**src/rtl/axi_pkt_admit.sv**
```systemverilog
// Whole-packet admission controller for the channelizer FIFOs, with a 2-entry output buffer.
// Define AXI_PKT_ADMIT_STATS_EN to build the drop/pass counters and the sticky overrun flag.
module axi_pkt_admit #(
  parameter int DATA_WIDTH = 32,
  parameter int CNT_WIDTH  = 16
) (
  input  logic                  clk,
  input  logic                  sync_reset,
  input  logic                  s_axis_tvalid,
  input  logic [DATA_WIDTH-1:0] s_axis_tdata,
  input  logic                  s_axis_tlast,
  input  logic                  almost_full,
  output logic                  m_axis_tvalid,
  output logic [DATA_WIDTH-1:0] m_axis_tdata,
  output logic                  m_axis_tlast,
  input  logic                  m_axis_tready,
  input  logic                  stat_clr,
  output logic                  overrun,
  output logic [CNT_WIDTH-1:0]  drop_cnt,
  output logic [CNT_WIDTH-1:0]  pass_cnt
);

  typedef enum logic [1:0] {IDLE = 2'd0, PASS = 2'd1, DROP = 2'd2} state_t;

  state_t                  state_reg, state_next;
  logic [1:0]              occ_reg, occ_next;
  logic [DATA_WIDTH-1:0]   head_data_reg, head_data_next, skid_data_reg, skid_data_next;
  logic                    head_last_reg, head_last_next, skid_last_reg, skid_last_next;
  logic                    pop, space, push, force_last;
  logic                    drop_inc, pass_inc, overrun_set;

  assign pop   = (occ_reg != 2'd0) && m_axis_tready;
  assign space = (occ_reg != 2'd2) || pop;

  always_comb begin
    state_next  = state_reg;
    push        = 1'b0;
    force_last  = 1'b0;
    drop_inc    = 1'b0;
    pass_inc    = 1'b0;
    overrun_set = 1'b0;
    case (state_reg)
      IDLE: if (s_axis_tvalid) begin
        if (!almost_full && space) begin
          push = 1'b1;
          if (s_axis_tlast) pass_inc = 1'b1;
          else              state_next = PASS;
        end else begin
          drop_inc = 1'b1;
          if (!s_axis_tlast) state_next = DROP;
        end
      end
      PASS: if (s_axis_tvalid) begin
        if (space) begin
          push = 1'b1;
          if (s_axis_tlast) begin
            pass_inc   = 1'b1;
            state_next = IDLE;
          end
        end else begin
          // No space means both entries held and no pop: close the packet on the skid entry.
          force_last  = 1'b1;
          overrun_set = 1'b1;
          drop_inc    = 1'b1;
          state_next  = s_axis_tlast ? IDLE : DROP;
        end
      end
      DROP: if (s_axis_tvalid && s_axis_tlast) state_next = IDLE;
      default: state_next = IDLE;
    endcase
  end

  always_comb begin
    occ_next       = occ_reg;
    head_data_next = head_data_reg;
    head_last_next = head_last_reg;
    skid_data_next = skid_data_reg;
    skid_last_next = skid_last_reg | force_last;
    case (occ_reg)
      2'd0: if (push) begin
        head_data_next = s_axis_tdata;
        head_last_next = s_axis_tlast;
        occ_next       = 2'd1;
      end
      2'd1: case ({push, pop})
        2'b11: begin
          head_data_next = s_axis_tdata;
          head_last_next = s_axis_tlast;
        end
        2'b10: begin
          skid_data_next = s_axis_tdata;
          skid_last_next = s_axis_tlast;
          occ_next       = 2'd2;
        end
        2'b01:   occ_next = 2'd0;
        default: occ_next = 2'd1;
      endcase
      2'd2: if (pop) begin
        head_data_next = skid_data_reg;
        head_last_next = skid_last_reg;
        if (push) begin
          skid_data_next = s_axis_tdata;
          skid_last_next = s_axis_tlast;
        end else begin
          occ_next = 2'd1;
        end
      end
      default: occ_next = 2'd0;
    endcase
  end

  always_ff @(posedge clk) begin
    if (sync_reset) begin
      state_reg     <= IDLE;
      occ_reg       <= 2'd0;
      head_data_reg <= '0;
      head_last_reg <= 1'b0;
      skid_data_reg <= '0;
      skid_last_reg <= 1'b0;
    end else begin
      state_reg     <= state_next;
      occ_reg       <= occ_next;
      head_data_reg <= head_data_next;
      head_last_reg <= head_last_next;
      skid_data_reg <= skid_data_next;
      skid_last_reg <= skid_last_next;
    end
  end

  assign m_axis_tvalid = (occ_reg != 2'd0);
  assign m_axis_tdata  = head_data_reg;
  assign m_axis_tlast  = head_last_reg;

`ifdef AXI_PKT_ADMIT_STATS_EN
  localparam logic [CNT_WIDTH-1:0] CNT_ONE = 1;
  logic       overrun_reg;
  logic [1:0] cnt_inc;

  assign cnt_inc = {pass_inc, drop_inc};

  always_ff @(posedge clk) begin
    if (sync_reset || stat_clr) overrun_reg <= 1'b0;
    else if (overrun_set)       overrun_reg <= 1'b1;
  end

  // Index 0 counts drops/truncations, index 1 intact packets; both saturate.
  genvar gi;
  for (gi = 0; gi < 2; gi++) begin : g_cnt
    logic [CNT_WIDTH-1:0] cnt_reg;
    always_ff @(posedge clk) begin
      if (sync_reset || stat_clr)          cnt_reg <= '0;
      else if (cnt_inc[gi] && cnt_reg != '1) cnt_reg <= cnt_reg + CNT_ONE;
    end
  end

  assign overrun  = overrun_reg;
  assign drop_cnt = g_cnt[0].cnt_reg;
  assign pass_cnt = g_cnt[1].cnt_reg;
`else
  logic unused_stats;
  assign unused_stats = ^{stat_clr, drop_inc, pass_inc, overrun_set};
  assign overrun  = 1'b0;
  assign drop_cnt = '0;
  assign pass_cnt = '0;
`endif

endmodule

```
**config.mk**
```make
export PLATFORM = sky130hd
export DESIGN_NAME = axi_pkt_admit
export DESIGN_NICKNAME = d
export VERILOG_FILES = /design/src/rtl/axi_pkt_admit.sv
export SDC_FILE = /design/constraint.sdc
export NUM_CORES = 1
export LEC_CHECK = 0
export ABC_AREA = 1
export CAP_MARGIN = 20
export CORE_UTILIZATION = 29
export CTS_BUF_LIST = sky130_fd_sc_hd__clkbuf_8
export DETAILED_ROUTE_END_ITERATION = 6
export DONT_BUFFER_PORTS = 1
export HOLD_SLACK_MARGIN = 0.12
export PLACE_DENSITY = 0.49
export SKIP_CTS_REPAIR_TIMING = 1
export SYNTH_ARGS = -nofsm -noshare
export SYNTH_HDL_FRONTEND = slang
export SYNTH_SLANG_ARGS = --single-unit
```
**constraint.sdc**
```tcl
create_clock -name clk -period 5 [get_ports clk]
set_clock_uncertainty 0.2 [all_clocks]
set_input_delay 0.75 -clock clk [delete_from_list [all_inputs] [get_ports clk]]
set_output_delay 0.75 -clock clk [all_outputs]
set_load 0.01 [all_outputs]
```
==> impl_results.md, run 1 <==
* Count of H-tree levels built during CTS at 3
* Clock Path Buffers at 2
* Worst path bufs/invs at 3
* Prevailing post-synth register cell: sky130_fd_sc_hd__dfxtp_1
* Final critical delay including setup and external delays at about 3000 ps
* Number of register bits inferred by synthesis at 70
* Fraction of power consumed by the clock network at 0.287
* Routability-driven placement congestion ratio at 0.794
* Via-to-Cell Ratio at around 4.8
* Setup repair after global routing missed its margin: no
* Initial Util at 0.297
* Actual slew at the worst max-slew pin at slightly above 700 ps
* Hold WC Path Type: input port to register
* Core ar. at 0.0120 mm²
* Critical Path AT at 3090 ps
* Areal power density over the cells at 524 mW/mm²
* Internal power of the cells at 1.22 mW
* Setup violators final at 0
* Count of boundary I/O pins at 106
* Worst-path cell chain: inv_1 > ha_2 > buf_4 > nor2_1 > o21ai_4 > buf_4 > nand3_1 > nand2_1 > nor2_1
* Post-Syn Area per Cell at 7.55 µm²
* Worst-Skew Late Latency at around 360 ps
* Max-capacitance violation count at 0
* Proportion of power drawn by flip-flops and latches at 0.410
* Number of enable flip-flop cells after synthesis at 0
* Leading cell types by total area after synthesis: sky130_fd_sc_hd__dfxtp_1 (39%), sky130_fd_sc_hd__nand3_1 (10%), sky130_fd_sc_hd__a21oi_1 (9.8%), sky130_fd_sc_hd__mux2i_1 (9.3%), sky130_fd_sc_hd__nand2_1 (9.0%)
* Path type of the worst setup path: register to register
* Combinational group share of total power at 0.303
* Count of clock tree sinks at 70
* Port Buffer Count at 0
* Number of nets at the end of the flow at between 400 and 500
* Maximum single-stage delay on the critical path at 540 ps
* Post-Route WL at roughly 8.7 mm
* Chip Height at between 100 and 150 µm
* Cell Area, Synth at approximately 0.0036 mm²
* Leakage power summed over all cells at between 1 and 1.5 nW
* Worst Setup End Kind: register
* Flop-to-flop setup slack at 1960 ps
* Leading area contributor after synthesis: sky130_fd_sc_hd__dfxtp_1
* Slowest CP cell: sky130_fd_sc_hd__ha_2
* Final cycle utilization of the critical path at 0.608
* Standard-cell row count at 40
* Reported net switching power at between 700 and 800 µW
* Grt total ovfl at 0
* DRC violations left at 0
* Run status: finished, final reports clean
* Clock tree from TritonCTS: done
* Maximum number of pins on one net before global-route repair at 45
* Number of DRC violations after detailed-routing iteration 0 at 115
* Via count of the first global-routing pass at 2801
* Number of buffers inserted during clock tree synthesis at 9
* Switching fraction of total power at 0.383
* Initial antenna violation count at 0
* Count of cell types in the netlist at 22
* DIE AREA at ~0.013 mm²
* Number of optimization iterations in the first detailed-route pass at 4
* Post-DR wirelength/cell at 14.3 µm
* Worst path top cell family by delay: buffers and inverters
* Clock input transition at the sequential cells of the worst setup and hold paths at approximately 80 ps
* Share of the yosys chip area belonging to registers at 0.394
* Share of layout cells above drive strength 1 at 0.0783
* Category of the worst setup path launch point: register
* Fin. Hold Viols at 0
* Share of the synthesized area in the top cell type at 0.394
* HPWL Detailed at about 5.7 mm
* Number of warnings printed during yosys synthesis at 0
* Post-synth top cells: sky130_fd_sc_hd__nand2_1 (85), sky130_fd_sc_hd__nand3_1 (73), sky130_fd_sc_hd__a21oi_1 (70), sky130_fd_sc_hd__dfxtp_1 (70)
* Count of inserted antenna diode cells at 0
* Via count of the routed design at slightly below 3000
* Maximum resistive drop on vdd at between 0.0001 and 0.00015 V
* Buffer type at the clock tree root: sky130_fd_sc_hd__clkbuf_8
* Layout area overhead at 6.12%
* Achievable Freq at 329 MHz
* Most frequently used cell type in the post-synthesis netlist: sky130_fd_sc_hd__nand2_1
* DRT antenna net count at 0
* Crit Path Max Fanout at 23
* Required time at the endpoint of the critical path at 5050 ps
* Share of synthesized registers carrying an async set or reset at 0
* Sum of negative setup slack at 0 ps
* Gate Count Post-Synth at between 400 and 500
* Final-layout worst hold slack at 251 ps
* First-pass GRT wire length at between 10 and 15 mm
* Number of pins exceeding their max-slew limit in the final report at 0
* Total routing usage reported by global routing at 0.142
* Worst slew margin relative to its limit at 0.514
* Die boundary width at ~110 µm
==> final timing paths <==
check                                  startpoint                 to  depth (start not counted)
worst max-delay path                   occ_reg[0]    m_axis_tdata[4]                          9
worst min-delay path                   sync_reset         occ_reg[1]                          1
worst max register to register         occ_reg[0]    m_axis_tdata[4]                          9
worst min register to register  skid_data_reg[20]  skid_data_reg[20]                          2
==> area by class of cell <==
| type | count | area (µm²) |
|---|---|---|
| clock buffers | 9 | 124 |
| clock inverters | 7 | 123 |
| fillers | 1300 | 8190 |
| inverters | 13 | 48.8 |
| multi-input cells | 353 | 1810 |
| flip-flops and latches | 70 | 1400 |
| well taps | 147 | 184 |
| repair buffers | 8 | 80.1 |
==> per-stage QoR <==
step / instances / util / cell area [µm²] / power, mW / worst slack (ps)
6_report: 607 / 0.316 / 3770 / 1.98 / 1960
3_3_place_gp: 590 / 0.293 / 3500 / 1.42 / 1910
4_1_cts: 606 / 0.313 / 3750 / 2.00 / 1880
2_1_floorplan: 503 / - / 3680 / 1.34 / 3060
5_1_grt: 607 / 0.316 / 3770 / 2.13 / 1720
3_5_place_dp: 590 / 0.293 / 3500 / 1.43 / 1910
==> power groups by stage <==
stage	Sequential (mW)	Clock (mW)	Combinational, mW
2_1_floorplan	0.801	0	0.536
3_3_place_gp	0.822	0	0.597
3_5_place_dp	0.826	0	0.605
4_1_cts	0.813	0.584	0.606
5_1_grt	0.828	0.606	0.697
6_report	0.811	0.568	0.600
==> cell usage in the layout (no fill, tap or decap), types with 2 or more instances in the layout <==
cell type / instances
sky130_fd_sc_hd__clkbuf_8: 9
sky130_fd_sc_hd__nor2_1: 42
sky130_fd_sc_hd__clkinv_4: 2
sky130_fd_sc_hd__nand3_1: 73
sky130_fd_sc_hd__buf_4: 7
sky130_fd_sc_hd__bufinv_16: 3
sky130_fd_sc_hd__dfxtp_1: 70
sky130_fd_sc_hd__nor2_4: 2
sky130_fd_sc_hd__ha_1: 3
sky130_fd_sc_hd__nand2_1: 85
sky130_fd_sc_hd__a21oi_1: 70
sky130_fd_sc_hd__mux2i_1: 33
sky130_fd_sc_hd__inv_1: 8
sky130_fd_sc_hd__inv_2: 4
sky130_fd_sc_hd__o21ai_0: 4
sky130_fd_sc_hd__clkinvlp_4: 2
sky130_fd_sc_hd__conb_1: 33
==> per-layer routing <==
layer | vias to the layer above | GRT usage | part of all wire
li1 | 1475 | - | -
met1 | 1359 | 0.174 | 0.45
met2 | 82 | 0.234 | 0.47
met3 | 12 | 0.0337 | 0.055
met4 | 0 | 0.0693 | 0.020
met5 | - | 0 | 0
==> kinds of logic (layout without fill, tap and decap cells) <==
logic type               Yosys count  after routing  synth area share
other                              1             33           0.00105
buffers and inverters             80             37             0.135
adder cells (fa/ha/maj)            4              4            0.0141
multiplexers                      33             33            0.0929
flip-flops                        70             70             0.394
AND/OR/NAND/NOR                  204            204             0.248
AO/OA/AOI/OAI                     79             79             0.116
(Power assumes the default switching activity.)
==> run 2: changes to the inputs <==
--- a/config.mk
+++ b/config.mk
@@ -5,7 +5,7 @@
 export SDC_FILE = /design/constraint.sdc
 export NUM_CORES = 1
 export LEC_CHECK = 0
-export ABC_AREA = 1
+export ABC_AREA = 0
 export CAP_MARGIN = 20
 export CORE_UTILIZATION = 29
 export CTS_BUF_LIST = sky130_fd_sc_hd__clkbuf_8
==> constraint.sdc (replaced) <==
create_clock -name clk -period 2.94 [get_ports clk]
set_clock_uncertainty 0.2 [all_clocks]
set_input_delay 0.441 -clock clk [delete_from_list [all_inputs] [get_ports clk]]
set_output_delay 0.441 -clock clk [all_outputs]
set_load 0.01 [all_outputs]
==> run 2 against run 1 <==
  * Maximum frequency rose by 19%
  * Synthesized cell count fell by 18%
  * Critical path depth fell by 2
==> impl_results.md, run 2 <==
* Worst path top cell family by delay: buffers and inverters
* Via count of the first global-routing pass at 2521 (-10%)
* HPWL Detailed at 5.41 mm (-5.1%)
* Run status: finished, final reports clean
* Fill count at 1328 (+2.2%)
* Clock input transition at the sequential cells of the worst setup and hold paths at 70 ps (about the same)
* Slowest CP cell: sky130_fd_sc_hd__buf_4
* DIE AREA at 0.0136 mm² (+7.4%)
* Category of the worst setup path launch point: register
* Crit Path Max Fanout at 32 (+39%)
* Maximum single-stage delay on the critical path at 530 ps (about the same)
* Clock tree from TritonCTS: done
* Post-Syn Area per Cell at 9.93 µm² (+32%)
* Final-layout worst hold slack at 133 ps (-118 ps)
* Post-synthesis mux area share at 0.170 (+0.0773)
* Cell Area, Synth at 0.00382 mm² (+7.5%)
* Share of the synthesized area in the top cell type at 0.366 (-0.0275)
* Die boundary width at 117 µm (+3.6%)
* Chip Height at 117 µm (+3.6%)
* Maximum resistive drop on vdd at 0.000240 V (+95%)
* Count of cell types in the netlist at 39 (+77%)
* Flop-to-flop setup slack at 390 ps (-1570 ps)
* Leading area contributor after synthesis: sky130_fd_sc_hd__dfxtp_1
* Most frequently used cell type in the post-synthesis netlist: sky130_fd_sc_hd__dfxtp_1
* Gate Count Post-Synth at 385 (-18%)
* Areal power density over the cells at 528 mW/mm² (+0.78%)
* Grt total ovfl at 0 (unchanged)
* Actual slew at the worst max-slew pin at 624 ps (-102 ps)
* First-pass GRT wire length at 13.6 mm (-4.6%)
* Share of synthesized registers carrying an async set or reset at 0 (unchanged)
* Hold WC Path Type: input port to register
* Count of clock tree sinks at 70 (unchanged)
* Worst-Skew Late Latency at 360 ps (about the same)
* Fraction of the core area covered by cells at the end of the flow at 0.348 (+0.0320)
* Sum of negative setup slack at 0 ps (unchanged)
* Layout area overhead at 15.6%
* Top library cells by usage in the layout, fill and taps aside: sky130_fd_sc_hd__dfxtp_1 (70), sky130_fd_sc_hd__nand2b_1 (67), sky130_fd_sc_hd__mux2i_1 (65)
* Number of optimization iterations in the first detailed-route pass at 4 (unchanged)
* Most common library cell in the layout ignoring fill and taps: sky130_fd_sc_hd__dfxtp_1
* Routability-driven placement congestion ratio at 0.765 (-3.6%)
* Post-DR wirelength/cell at 15.8 µm (+10%)
* Setup violators final at 0 (unchanged)
* Detailed-routing wirelength on met1 at 4.14 mm (+5.1%)
* Setup repair after global routing missed its margin: no
* Leakage power summed over all cells at 1.47 nW (+2.2%)
* Number of warnings printed during yosys synthesis at 0 (unchanged)
* Standard-cell row count at 41 (+2.5%)
* Arithmetic-cell share of the synthesized area counting full adders, half adders and majority gates at 0.0131 (-0.000981)
* Met3 layer wire length in the routed design at 600 µm (+26%)
* Maximum number of pins on one net before global-route repair at 106 (+140%)
* Via count of the routed design at 2770 (-5.4%)
* Achievable Freq at 392 MHz (+19%)
* Worst path bufs/invs at 2 (-1)
* Count of boundary I/O pins at 106 (unchanged)
* Basic-gate share of the synthesized area counting and, or, nand and nor cells at 0.200 (-0.0477)
* Number of buffers inserted during clock tree synthesis at 9 (unchanged)
* Final cycle utilization of the critical path at 0.868 (+0.260)
* Post-synth top cells: sky130_fd_sc_hd__dfxtp_1 (70), sky130_fd_sc_hd__nand2b_1 (67), sky130_fd_sc_hd__mux2i_1 (65), sky130_fd_sc_hd__nor4_1 (34), sky130_fd_sc_hd__buf_4 (33)
* Initial antenna violation count at 0 (unchanged)
* Leading cell types by total area after synthesis: sky130_fd_sc_hd__dfxtp_1 (37%), sky130_fd_sc_hd__mux2i_1 (17%), sky130_fd_sc_hd__nand2b_1 (11%), sky130_fd_sc_hd__a211oi_2 (9.8%), sky130_fd_sc_hd__buf_4 (6.5%)
* DRC violations left at 0 (unchanged)
* Worst Setup End Kind: register
* Highest routing layer actually used: met4
* Fin. Hold Viols at 0 (unchanged)
* Required time at the endpoint of the critical path at 3020 ps (-2030 ps)
* Worst slew margin relative to its limit at 0.584 (+0.0699)
* Number of DRC violations after detailed-routing iteration 0 at 60 (-48%)
* Share of layout cells above drive strength 1 at 0.144 (+0.0656)
* DRT antenna net count at 0 (unchanged)
* Compound-cell area share of the yosys netlist at 0.136 (+0.0204)
* Clock Path Buffers at 2 (unchanged)
* Buffer type at the clock tree root: sky130_fd_sc_hd__clkbuf_8
* Port Buffer Count at 0 (unchanged)
* Met2 Wirelength at 4.36 mm (+6.3%)
* Count of inserted antenna diode cells at 0 (unchanged)
* Critical Path AT at 2640 ps (-450 ps)
* Area share of xor/xnor cells in the synthesized design at 0 (unchanged)
* Number of nets at the end of the flow at 448 (-10%)
* Post-Route WL at 9.20 mm (+5.8%)
* Main combinational cell family by area after synthesis: simple AND/OR/NAND/NOR gates
* Max-capacitance violation count at 0 (unchanged)
* Core ar. at 0.0127 mm² (+6.4%)
* Number of enable flip-flop cells after synthesis at 0 (unchanged)
* Number of pins exceeding their max-slew limit in the final report at 0 (unchanged)
* Final critical delay including setup and external delays at 2550 ps (-486 ps)
* Path type of the worst setup path: register to register
* Number of register bits inferred by synthesis at 70 (unchanged)
* Share of the yosys chip area belonging to registers at 0.366 (-0.0275)
* Initial Util at 0.301 (+0.00317)
* Via-to-Cell Ratio at 4.76 (-1.3%)
* Worst-path cell chain: inv_1 > ha_1 > nand3b_1 > or2_1 > a21oi_4 > buf_4 > mux2i_1
* Total routing usage reported by global routing at 0.136 (-0.00592)
* Prevailing post-synth register cell: sky130_fd_sc_hd__dfxtp_1
* Count of H-tree levels built during CTS at 3 (unchanged)
==> run 2: path summary, 6_finish.rpt <==
kind | startpoint | to | cells past startpoint
hold reg to reg | skid_data_reg[28] | skid_data_reg[28] | 2
setup reg to reg | occ_reg[0] | skid_data_reg[13] | 7
setup / recovery | occ_reg[0] | skid_data_reg[13] | 7
hold / removal | almost_full | state_reg[0] | 3
==> run 2: stage by stage <==
step	cell area (µm²)	power (mW)	cells	setup WS, ps
2_1_floorplan	3940	1.44	417	846
3_3_place_gp	3820	1.44	530	438
3_5_place_dp	3820	1.45	530	412
4_1_cts	4040	2.32	546	387
5_1_grt	4420	2.46	582	204
6_report	4420	2.34	582	388
==> run 2: cells by family (layout without fill, tap and decap cells) <==
logic type               Yosys count  after routing
AND/OR/NAND/NOR                  123            123
buffers and inverters             72             65
other                              1             33
multiplexers                      65             65
flip-flops                        70             70
adder cells (fa/ha/maj)            4              4
AO/OA/AOI/OAI                     50             50
==> run 2: worst register-to-register path, stage by stage (launching register included) <==
cell                       delay, ps
sky130_fd_sc_hd__dfxtp_1         370
sky130_fd_sc_hd__inv_1            90
sky130_fd_sc_hd__ha_1            290
sky130_fd_sc_hd__nand3b_1        300
sky130_fd_sc_hd__or2_1           300
sky130_fd_sc_hd__a21oi_4         140
sky130_fd_sc_hd__buf_4           530
sky130_fd_sc_hd__mux2i_1         280
==> run 2: where the power goes <==
group	switching, mW	internal [mW]
combinational	0.216	0.183
clock	0.370	0.482
sequential	0.0716	1.02
total	0.657	1.68
==> run 2: metal layers <==
metal,vias up,global-route usage
met5,-,0
met4,0,0.0481
met3,8,0.0659
met2,72,0.219
met1,1338,0.158
li1,1352,-
==> run 2: final cells by class <==
| cell class | count | area, µm² | area share |
|---|---|---|---|
| repair buffers | 44 | 438 | 0.0990 |
| inverters | 5 | 18.8 | 0.00424 |
| well taps | 172 | 215 | 0.0487 |
| clock buffers | 13 | 179 | 0.0405 |
| clock inverters | 3 | 41.3 | 0.00934 |
| multi-input cells | 275 | 2130 | 0.481 |
| flip-flops and latches | 70 | 1400 | 0.317 |
